==> config.mk <==
export PLATFORM = sky130hd
export DESIGN_NAME = vreg_wb_sequencer
export DESIGN_NICKNAME = d
export VERILOG_FILES = /design/src/rtl/vrf_pkg.sv /design/src/rtl/lane_prio_enc.sv /design/src/rtl/vreg_wb_sequencer.sv
export SDC_FILE = /design/constraint.sdc
export NUM_CORES = 1
export LEC_CHECK = 0
export CAP_MARGIN = 30
export CORE_MARGIN = 2
export CORE_UTILIZATION = 50
export CTS_CLUSTER_SIZE = 12
export DETAILED_ROUTE_END_ITERATION = 12
export GPL_ROUTABILITY_DRIVEN = 0
export PLACE_DENSITY = 0.82
export SETUP_SLACK_MARGIN = 0.1
export SKIP_LAST_GASP = 1
export SLEW_MARGIN = 0
export SYNTH_ARGS = -nofsm -noshare
export SYNTH_HDL_FRONTEND = slang
export SYNTH_SLANG_ARGS = --single-unit
==> constraint.sdc <==
create_clock -name clk -period 3.91 [get_ports clk]
set_clock_uncertainty 0.1 [all_clocks]
set_input_delay 0.5865 -clock clk [delete_from_list [all_inputs] [get_ports clk]]
set_output_delay 0.5865 -clock clk [all_outputs]
set_load 0.02 [all_outputs]
==> src/rtl/vrf_pkg.sv <==
// Shared defaults and types for the vector register file write path.
package vrf_pkg;

  localparam int WIDTH        = 24;
  localparam int REGNUM       = 16;
  localparam int VECTOR_WIDTH = 8;

  localparam int REG_AW = $clog2(REGNUM);
  localparam int IDX_AW = $clog2(VECTOR_WIDTH);

  typedef logic [WIDTH-1:0] elem_t;
  // Element i lives in slot [VECTOR_WIDTH-1-i], so element 0 is the MSB slot.
  typedef elem_t [VECTOR_WIDTH-1:0] vec_t;

  typedef enum logic [0:0] {
    IDLE  = 1'b0,
    WRITE = 1'b1
  } wb_state_t;

endpackage

==> src/rtl/lane_prio_enc.sv <==
// Lowest-set-bit encoder over the remaining lane mask, plus a flag that
// says the mask holds exactly one lane (the write in progress is the last).
module lane_prio_enc
  import vrf_pkg::*;
#(
  parameter int VECTOR_WIDTH = vrf_pkg::VECTOR_WIDTH
) (
  input  logic [VECTOR_WIDTH-1:0]         mask,
  output logic [$clog2(VECTOR_WIDTH)-1:0] idx,
  output logic                            one_left
);

  localparam int IAW = $clog2(VECTOR_WIDTH);

  // Scan from the top down so the lowest set bit is the last one to win.
  always_comb begin
    idx = '0;
    for (int i = VECTOR_WIDTH - 1; i >= 0; i--) begin
      if (mask[i]) idx = IAW'(i);
    end
  end

  // A nonzero mask with no second bit set: clearing the lowest bit leaves zero.
  always_comb begin
    one_left = (mask != '0) &&
               ((mask & (mask - VECTOR_WIDTH'(1))) == '0);
  end

endmodule

==> src/rtl/vreg_wb_sequencer.sv <==
// Vector write-back sequencer: accepts a whole vector with a lane mask and
// issues one element write per cycle to the register file, lowest lane first.
module vreg_wb_sequencer
  import vrf_pkg::*;
#(
  parameter int WIDTH        = vrf_pkg::WIDTH,
  parameter int REGNUM       = vrf_pkg::REGNUM,
  parameter int VECTOR_WIDTH = vrf_pkg::VECTOR_WIDTH
) (
  input  logic                                 clk,
  input  logic                                 rst_n,
  input  logic                                 in_valid,
  output logic                                 in_ready,
  input  logic [$clog2(REGNUM)-1:0]            in_reg,
  input  logic [VECTOR_WIDTH-1:0]              in_mask,
  input  logic [VECTOR_WIDTH-1:0][WIDTH-1:0]   in_vec,
  output logic                                 wr_en,
  output logic [$clog2(REGNUM)-1:0]            wr_reg,
  output logic [$clog2(VECTOR_WIDTH)-1:0]      wr_index,
  output logic [WIDTH-1:0]                     wr_data,
  output logic                                 busy,
  output logic                                 done
);

  localparam int RAW = $clog2(REGNUM);
  localparam int IAW = $clog2(VECTOR_WIDTH);

  wb_state_t                            state_q, state_d;
  logic [VECTOR_WIDTH-1:0][WIDTH-1:0]   hold_vec_q, hold_vec_d;
  logic [RAW-1:0]                       hold_reg_q, hold_reg_d;
  logic [VECTOR_WIDTH-1:0]              rem_mask_q, rem_mask_d;
  logic                                 done_q, done_d;
  // Last values presented to the regfile, held while not writing.
  logic [RAW-1:0]                       last_reg_q, last_reg_d;
  logic [IAW-1:0]                       last_idx_q, last_idx_d;
  logic [WIDTH-1:0]                     last_data_q, last_data_d;

  logic [IAW-1:0]                       cur_idx;
  logic [IAW-1:0]                       cur_slot;
  logic                                 one_left;
  logic                                 writing;
  logic                                 accept;
  logic [WIDTH-1:0]                     cur_data;

  lane_prio_enc #(
    .VECTOR_WIDTH(VECTOR_WIDTH)
  ) u_lane_prio_enc (
    .mask    (rem_mask_q),
    .idx     (cur_idx),
    .one_left(one_left)
  );

  assign writing  = (state_q == WRITE);
  assign cur_slot = IAW'(VECTOR_WIDTH - 1) - cur_idx;
  assign cur_data = hold_vec_q[cur_slot];
  // Ready in IDLE, or on the last lane so a follow-on vector streams with no bubble.
  assign in_ready = rst_n && (!writing || one_left);
  assign accept   = in_valid && in_ready;

  assign wr_en    = writing;
  assign wr_reg   = writing ? hold_reg_q : last_reg_q;
  assign wr_index = writing ? cur_idx    : last_idx_q;
  assign wr_data  = writing ? cur_data   : last_data_q;
  assign busy     = writing;
  assign done     = done_q;

  // Next-state: retire the current lane, then let an accepted vector overwrite the holding registers.
  always_comb begin
    state_d     = state_q;
    hold_vec_d  = hold_vec_q;
    hold_reg_d  = hold_reg_q;
    rem_mask_d  = rem_mask_q;
    done_d      = 1'b0;
    last_reg_d  = last_reg_q;
    last_idx_d  = last_idx_q;
    last_data_d = last_data_q;

    if (writing) begin
      rem_mask_d  = rem_mask_q & ~(VECTOR_WIDTH'(1) << cur_idx);
      last_reg_d  = hold_reg_q;
      last_idx_d  = cur_idx;
      last_data_d = cur_data;
      if (one_left) begin
        done_d  = 1'b1;
        state_d = IDLE;
      end
    end

    if (accept) begin
      hold_vec_d = in_vec;
      hold_reg_d = in_reg;
      rem_mask_d = in_mask;
      if (in_mask == '0) begin
        done_d  = 1'b1;
        state_d = IDLE;
      end else begin
        state_d = WRITE;
      end
    end
  end

  // State and holding registers; reset discards any pending vector.
  always_ff @(posedge clk or negedge rst_n) begin
    if (!rst_n) begin
      state_q     <= IDLE;
      hold_vec_q  <= '0;
      hold_reg_q  <= '0;
      rem_mask_q  <= '0;
      done_q      <= 1'b0;
      last_reg_q  <= '0;
      last_idx_q  <= '0;
      last_data_q <= '0;
    end else begin
      state_q     <= state_d;
      hold_vec_q  <= hold_vec_d;
      hold_reg_q  <= hold_reg_d;
      rem_mask_q  <= rem_mask_d;
      done_q      <= done_d;
      last_reg_q  <= last_reg_d;
      last_idx_q  <= last_idx_d;
      last_data_q <= last_data_d;
    end
  end

endmodule
* Word-level counts from Yosys, hierarchy flattened
Cells that the tools add are included.
** Word-level totals
- Bits in registers :: 237
- Input port bits :: 207
- Output and inout port bits :: 35
- Logic and storage cells :: 54
** Cells by class
- Add/sub/neg operators :: 2
- Magnitude comparators :: 1
- Shift-type cells :: 1
- Muxes and demuxes :: 23
- Bitwise gates (word level) :: 3
- Reduce and logical (&&, ||, !) cells :: 9
** Operator list (count)
- $bmux 24 s3 :: 1
- $mux 24 :: 2
- $mux 3 :: 9
- $and 8x8->8 :: 2
- $logic_not 8->1 :: 2
- $mux 8 :: 2
- $mux 1 :: 8
- $not 8->8 :: 1
- $reduce_bool 8->1 :: 1
- $shl 1x3->8 const A :: 1
- $sub 8x1->8 const B :: 1
- $lt 3x4->1 const B :: 1
- $mux 4 :: 1
- $logic_and 1x1->1 :: 3
- $sub 3x3->3 const A :: 1
- $reduce_bool 2->1 :: 1
- $logic_not 1->1 :: 1
- $logic_or 1x1->1 :: 1

* Depth between registers and ports, before layout
Gate-level depths: netlist of run 1.
- Word-level depth :: 13
- Mapped depth :: 8

* Modules after synthesis
From an unflattened synthesis of run 1, not the netlist that was laid out.
** Second synthesis, totals
- Cell total of the unflattened synthesis :: 775
- Area total of the unflattened synthesis :: 11169.5 µm²
** By module, submodules not included
- vreg_wb_sequencer :: instances 1, cells an instance 752, area each 11006.8 µm², seq. area each 5930.7 µm²
- lane_prio_enc :: instances 1, cells an instance 23, area each 162.7 µm², seq. area each 0.0 µm²

* Worst setup path before layout of run 1
OpenSTA, ideal clock, no wires.
- Kind :: register to output
- From :: register rem_mask_q[2]
- To :: output wr_data[11]
- Arrival time :: 2326 ps
- Setup slack :: 898 ps
- Stages on the path, launching flop included :: 9
- Path buffers :: 3
- Cell sequence :: dfrtp_1 buf_2 or4_1 or3_1 clkbuf_1 nor2_2 buf_2 a221oi_1 o221ai_1
** On the way
- Cells in the longest elaborated chain, start to end :: 7
** Ends and longest elaborated chain
- start: declaration :: line vreg_wb_sequencer.sv:31 : logic [VECTOR_WIDTH-1:0] rem_mask_q, rem_mask_d;
- start signal: assignment :: line vreg_wb_sequencer.sv:117 : rem_mask_q <= rem_mask_d;
- $mux 3 (3 in series) :: line lane_prio_enc.sv:19 : if (mask[i]) idx = IAW'(i);
- $sub 3x3->3 :: line vreg_wb_sequencer.sv:54 : assign cur_slot = IAW'(VECTOR_WIDTH - 1) - cur_idx;
- $bmux 24 s3 :: line vreg_wb_sequencer.sv:55 : assign cur_data = hold_vec_q[cur_slot];
- $mux 24 (not written as such) :: line vreg_wb_sequencer.sv:55
- $mux 24
- end: declaration :: line vreg_wb_sequencer.sv:20 : output logic [WIDTH-1:0] wr_data,
Every way passes these cells. The select of a mux whose other input is x is not followed.

* Worst setup path after layout of run 1
- From :: register rem_mask_q[3]
- To :: output wr_index[2]
** On the way
- Cells in the longest elaborated chain, start to end :: 5
** Ends and longest elaborated chain
- $mux 3 (4 in series) :: line lane_prio_enc.sv:19
- $mux 3
- end: declaration :: line vreg_wb_sequencer.sv:19 : output logic [$clog2(VECTOR_WIDTH)-1:0] wr_index,
Every way passes these cells.

==> results of run 1 <==
metrics by stage:
step / total power, µW / setup slack, ns / hold WS [ns] / instance area [µm²]
2_1_floorplan: 8182 / 0.8979 / 0.1909 / 10250
3_3_place_gp: 10410 / 0.2041 / 0.2938 / 13010
3_5_place_dp: 10610 / 0.1676 / 0.2927 / 13030
4_1_cts: 12940 / 0.1001 / 0.3871 / 13900
5_1_grt: 13510 / 0.09750 / 0.3907 / 13840
6_report: 12760 / 0.1903 / 0.3831 / 13840
cells in the final DEF, fill, tap and decap left out, drive strengths merged, types with 2 or more instances in the layout:
| master | count |
|---|---|
| a211oi | 2 |
| a21boi | 2 |
| a21oi | 3 |
| a221oi | 19 |
| a222oi | 29 |
| and3 | 21 |
| buf | 35 |
| bufinv | 2 |
| clkbuf | 51 |
| clkdlybuf4s50 | 216 |
| clkinv | 3 |
| dfrtp | 237 |
| dlygate4sd2 | 4 |
| inv | 6 |
| mux2 | 226 |
| mux2i | 24 |
| nand2 | 5 |
| nor2 | 5 |
| nor2b | 3 |
| nor3 | 4 |
| nor4 | 4 |
| o21ai | 16 |
| o221ai | 24 |
| o31ai | 7 |
| or4 | 2 |
cell usage after synthesis, types with 2 or more instances:
master and count:
dfrtp_1 237, inv_1 5, nand2_1 5, a21oi_1 3
nor2_2 2, o21ai_0 16, nor3_1 4, nor2_1 3
nor4_1 3, buf_2 14, clkbuf_1 25, buf_1 2
buf_4 13, o31ai_1 7, nor2b_1 3, a21boi_0 2
and3_1 21, or4_1 2, a222oi_1 29, o221ai_1 24
mux2_2 107, a221oi_1 19, mux2i_1 24, mux2_1 119
a211oi_1 2
registers in the layout (all words and copies together), names as in the netlist:
signal and flops:
last_idx_q 3, rem_mask_q 8, done 1, last_data_q 24
hold_vec_q 192, busy 1, hold_reg_q 4, last_reg_q 4
critical path: stages (launching register included):
cell and delay (ns):
dfrtp_2 0.47, or4_1 0.56, buf_4 0.17, o21ai_2 0.17, buf_6 0.28, o21a_1 0.22
clkdlybuf4s50_1 0.62
worst min path at each step:
stage / from / to / cells past startpoint
after floorplan: rst_n / busy / 0
after global placement: rst_n / done / 1
final: hold_vec_q[69] / hold_vec_q[69] / 1
after global routing: rst_n / busy / 2
after CTS: rst_n / busy / 2
after detailed placement: rst_n / done / 1
cell type report:
type,count,area (µm²)
multi-input cells,411,4098
flip-flops and latches,237,5934
fillers,1506,6334
clock buffers,39,749.5
repair buffers,268,2603
inverters,5,18.77
clock inverters,6,95.09
well taps,270,337.8
kinds of logic (layout without fill, tap and decap cells):
kind of cell           Yosys count  after routing
and+or+nand+nor                 48             48
DFF                            237            237
buffers and inverters           59            318
muxes                          250            250
AOI/OAI and AO/OA              113            113
per-layer routing:
| layer | up-vias | share of wire, % | wire (µm) | track usage, % |
|---|---|---|---|---|
| li1 | 3202 | - | - | - |
| met2 | 299 | 48 | 12730 | 40.05 |
| met5 | - | 0.098 | 26 | 0 |
| met3 | 52 | 9.4 | 2495 | 7.236 |
| met1 | 3637 | 40 | 10580 | 32.68 |
| met4 | 4 | 2.5 | 673 | 6.875 |
report_power, final:
group | leakage, µW | internal (µW) | total (µW) | switching, µW
clock network | 0.000413 | 1450 | 2390 | 943
registers | 0.00282 | 3740 | 4370 | 632
logic | 0.00261 | 2830 | 5990 | 3160
total | 0.00584 | 8020 | 12800 | 4730
what timing repair did:
item | CTS | global route
hold endpoints to repair | 4 | 0
hold buffers | 1 | 0
gates resized for setup | 65 | 39
pin swaps | 2 | 2
buffers inserted | 0 | 2
cloned | 0 | 0
setup endpoints to repair | 24 | 23
==> summary.md, run 1 <==
| Metric | Value |
|---|---|
| Root buf cell | `clkbuf_16` |
| Synth top area share | `between 50% and 60%` |
| Max-cap violations | `0` |
| Syn_nets | `914` |
| Min-Delay Path Class | `reg -> reg` |
| Crit-path max FO | `20` |
| Simple-gate share of the synthesized area | `approximately 2.9%` |
| Final Max Slew Viols | `0` |
| CP startpoint kind | `register` |
| Max Clk Rate | `around 270 MHz` |
| P_leak | `just under 0.006 µW` |
| H-Tree Depth | `1` |
| ANT nets after route | `0` |
| Die ar. | `~0.022 mm²` |
| Post-synthesis sequential area ratio | `around 58%` |
| CP Launch Point | `rem_mask_q[3]` |
| CTS tree | `built` |
| Number of DRC markers in iteration 0 | `roughly 450` |
| Largest cells by area after synthesis | `dfrtp_1 58%, mux2_1 13%, mux2_2 12%, a222oi_1 2.8%, mux2i_1 2.3%` |
| Total GRT Usage | `between 20% and 30%` |
| Share of cells above drive strength 1 | `21.43%` |
| Slew @ Worst Pin | `between 1 and 1.5 ns` |
| Max-slew headroom | `between 20 and 30%` |
| Kind of critical path | `reg -> out` |
| Drt total wl | `around 27 mm` |
| R2r startpoint | `rem_mask_q[1]` |
| Setup TNS | `0 ns` |
| Critical Path Sink | `wr_index[2]` |
| Placed Cells | `roughly 1200` |
| Pwr Density | `around 920 mW/mm²` |
| Row count | `between 50 and 60` |
| R2R cell count | `7` |
| First-pass GRT wire length | `approximately 42 mm` |
| Largest family of logic cells by synthesized area | `multiplexers` |
| Multiplexer area fraction after synthesis | `between 20% and 30%` |
| Final setup fails | `0` |
| Core Util, Final | `68.60%` |
| Status | `complete, no violations` |
| Buffers on Ports | `241` |
| Final net count | `about 1200` |
| Arrival time at the worst endpoint | `between 3 and 4 ns` |
| RSZ-0062 raised after global routing | `yes` |
| GRT overflow | `0` |
| Post-synthesis register bit count | `approximately 240` |
| Clk Latency, worst-skew pair | `around 0.53 ns` |
| Peak VDD IR | `a little under 0.6 mV` |
| Period utilization | `95.13%` |
| Layout area overhead | `34.92%` |
| Vias in the first global route | `~7600` |
| Adder-Cell Fraction of Synth Area | `0%` |
| Synth Area in Compound Gates | `roughly a tenth` |
| DRC viols | `0` |
| Synth area leader | `dfrtp_1` |
| Unique masters post-synth | `41` |
| Fraction of registers with async set/reset | `100.0%` |
| Vias | `between 7000 and 8000` |
| Core box area | `roughly 0.020 mm²` |
| Critical Path Sink Type | `primary output` |
| Xor/xnor share of the synthesized area | `0%` |
| Final Critical Period | `between 3 and 4 ns` |
| Largest net degree at the start of global routing | `approximately 160` |
| Die width | `roughly 150 µm` |
| Number of synthesized flops with an enable pin | `0` |
| Main synth FF type | `dfrtp_1` |
| Non-Filler Instances | `1236` |
| TritonCTS Buffers | `26` |
| CTS sink cnt | `approximately 240` |
| Boundary Pins | `about 240` |
| Inserted Diodes | `0` |
| Reg clk slew, reported paths | `around 0.060 ns` |
| DR vias/cell | `about 5.8` |
| WL/cell | `about 21 µm` |
| CTS Buffer Depth | `3` |
| Worst Path Required | `about 3.2 ns` |
| Initial Util | `between 50% and 60%` |
| Syn Area/Cell | `approximately 15 µm²` |
| Warnings, synthesis | `0` |
| Syn Inst Count | `707` |
| First-pass DRT Iterations | `6` |
| Crit Reg-Reg Endpoint | `hold_vec_q[104]` |
| Final count of hold timing violations | `0` |
| Initial antenna violation count | `3` |
| Die height | `approximately 150 µm` |
| R2R Setup Slk | `0.68 ns` |
| Mapped Area | `0.01025 mm²` |
| Hpwl dp | `about 18 mm` |
Power figures use the tool's default switching activity.
==> inputs of run 2 (changes only) <==
- GPL_ROUTABILITY_DRIVEN: 0 -> default
==> results of run 2 <==
The final DEF is identical to that of run 1; final timing and power are the same.
==> inputs of run 3 (changes only) <==
- CORE_UTILIZATION: 50 -> 45
- PLACE_DENSITY: 0.82 -> 0.78
- clock period: 3.91 -> 3.1 ns (I/O delays scaled with it)
==> run 3 against run 2 <==
Against the previous run:
- the run now ends with negative setup slack left
- cell count up 9.1%
- total power up 50%
- hold slack worse by 0.10 ns
- clock-buffer cell count down 1
- critical path depth up 3
- combinational power up 79%
- first-iteration DRC count up 14%
- die area up 11%
- critical endpoint is now wr_data[7]
- largest power group unchanged
==> summary.md, run 3 (same netlist as run 1, synthesis figures left out) <==
| Metric | Value |
|---|---|
| Status | `finished, violations left` |
| Violated checks | `negative setup slack` |
| Vias in the first global route | `7948 (+5.2%)` |
| ANT nets after route | `0 (unchanged)` |
| Peak VDD IR | `0.7438 mV (+28%)` |
| Min-Delay Path Class | `in -> async` |
| Inserted Diodes | `0 (unchanged)` |
| Max-slew headroom | `32.06% (+6.4 points)` |
| Kind of critical path | `reg -> out` |
| P_leak | `0.006493 µW (+11%)` |
| Final Max Slew Viols | `0 (unchanged)` |
| Period utilization | `112.9%` |
| TritonCTS Buffers | `26 (unchanged)` |
| Die ar. | `0.02401 mm² (+11%)` |
| Layout area overhead | `48.34%` |
| Arrival time at the worst endpoint | `2.93 ns (-0.10 ns)` |
| Placed Cells | `1237 (+4.1%)` |
| Commonest non-fill, non-tap cell in the layout | `dfrtp_1` |
| First-pass DRT Iterations | `5 (-1)` |
| RSZ-0062 raised after global routing | `yes` |
| CP startpoint kind | `register` |
| Drt total wl | `30.17 mm (+14%)` |
| Core box area | `0.02250 mm² (+12%)` |
| WL/cell | `22.38 µm (+4.4%)` |
| Worst Path Required | `2.53 ns (-0.69 ns)` |
| Final setup fails | `26 (+26)` |
| H-Tree Depth | `1 (unchanged)` |
| Commonest cells after routing, fill and taps aside | `237 x dfrtp_1, 212 x clkdlybuf4s50_1, 119 x mux2_1` |
| Final WS setup | `-0.3994 ns (-0.5897 ns)` |
| Share of cells above drive strength 1 | `33.30% (+12 points)` |
| CTS Buffer Depth | `3 (unchanged)` |
| Clk Latency, worst-skew pair | `0.53 ns (about the same)` |
| Buffers on Ports | `241 (unchanged)` |
| Crit-path max FO | `6 (-70%)` |
| Largest net degree at the start of global routing | `173 (+6.8%)` |
| R2R Setup Slk | `-0.32 ns (-1.00 ns)` |
| Biggest regs | `hold_vec_q x192, last_data_q x24, rem_mask_q x8` |
| Vias | `7635 (+6.1%)` |
| Max-cap violations | `0 (unchanged)` |
| DRC viols | `0 (unchanged)` |
| DR vias/cell | `5.664 (-2.7%)` |
| Slew @ Worst Pin | `1.019 ns (-0.09568 ns)` |
| Core Util, Final | `67.60% (-1.0 points)` |
| Non-Filler Instances | `1348 (+9.1%)` |
| Number of DRC markers in iteration 0 | `510 (+14%)` |
| First-pass GRT wire length | `44.97 mm (+7.1%)` |
| Row count | `55 (+5.8%)` |
| Final net count | `1253 (+8.4%)` |
| Max reg flops | `192 (unchanged)` |
| Placer Congestion | `0.8733` |
| Most flops, register | `hold_vec_q` |
| Die width | `155.0 µm (+5.3%)` |
| R2r startpoint | `rem_mask_q[5]` |
| Max Clk Rate | `between 200 and 300 MHz` |
| CTS sink cnt | `237 (unchanged)` |
| Final Critical Period | `between 3 and 4 ns` |
| Place WS | `-0.1866 ns (-0.3542 ns)` |
| Crit Reg-Reg Endpoint | `last_data_q[23]` |
| Critical Path Sink Type | `primary output` |
| Initial antenna violation count | `0 (-3)` |
| R2R cell count | `16 (+9)` |
| Root buf cell | `clkbuf_16` |
| Pwr Density | `1261 mW/mm² (+37%)` |
| Hpwl dp | `19.33 mm (+9.1%)` |
| Initial Util | `45.57% (-5.3 points)` |
| Reg clk slew, reported paths | `0.06 ns (about the same)` |
| Boundary Pins | `242 (unchanged)` |
| GRT overflow | `0 (unchanged)` |
| Die height | `155.0 µm (+5.3%)` |
| CTS tree | `built` |
| Total GRT Usage | `24.24% (-0.45 points)` |
| Final count of hold timing violations | `0 (unchanged)` |
[run 3: worst max path at each step]
stage / from / to / slack (ns) / depth (start not counted)
global placement: rem_mask_q[4] / wr_data[19] / -0.37 / 7
detailed placement: rem_mask_q[3] / wr_data[4] / -0.19 / 8
global route: rem_mask_q[5] / wr_data[7] / -0.47 / 9
CTS: rem_mask_q[2] / wr_data[7] / -0.26 / 9
finish: rem_mask_q[5] / wr_data[7] / -0.40 / 9
floorplan: rem_mask_q[2] / wr_data[11] / 0.21 / 8
[run 3: layout make-up]
| cell class | instances | area (µm²) |
|---|---|---|
| Clock buffer | 38 | 767.0 |
| Clock inverter | 7 | 37.54 |
| Fill cell | 1645 | 7291 |
| Inverter | 5 | 18.77 |
| Multi-Input combinational cell | 411 | 4457 |
| Sequential cell | 237 | 5931 |
| Tap cell | 285 | 356.6 |
| Timing Repair Buffer | 365 | 3645 |
[run 3: power by group]
group          switching (µW)  internal (µW)  leakage [µW]  total [µW]
sequential                859           4720       0.00282        5570
combinational            4950           5750       0.00327       10700
clock                    1210           1700      0.000399        2910
[run 3: routing by layer]
layer  routed length [µm]  part of all wire (%)  global-route usage [%]  vias to the layer above
met5                    0                     0                       0                        -
li1                     -                     -                       -                     3400
met4                 1105                   3.7                   8.289                        0
met3                 1887                   6.3                   4.540                       65
met1                12650                    42                   32.45                     3883
met2                14530                    48                   39.94                      287
[run 3: critical path: stages, from the launching register on]
cell and delay (ns):
dfrtp_1 0.39, buf_6 0.14, o311a_4 0.40, buf_12 0.14, buf_12 0.12, buf_12 0.13, mux2_4 0.29, a222oi_1 0.41
o221ai_2 0.20, buf_6 0.16
[run 3: what timing repair did]
item,CTS,global route
buffers inserted,47,15
pin swaps,13,18
endpoints found under the setup margin,151,189
gates cloned,3,1
resized for setup,210,29
hold endpoints to repair,4,0
hold buffers,1,0
[run 3: metrics by stage]
stage	instance area [µm²]	hold slack, ns	power, µW	setup TNS, ns
floorplan	10250	0.06941	10320	0
global placement	13360	0.1699	13740	-35.04
detailed placement	13400	0.1700	13990	-3.699
CTS	14920	0.2836	18450	-5.796
global route	15210	0.2809	20170	-8.562
finish	15210	0.2806	19180	-6.212
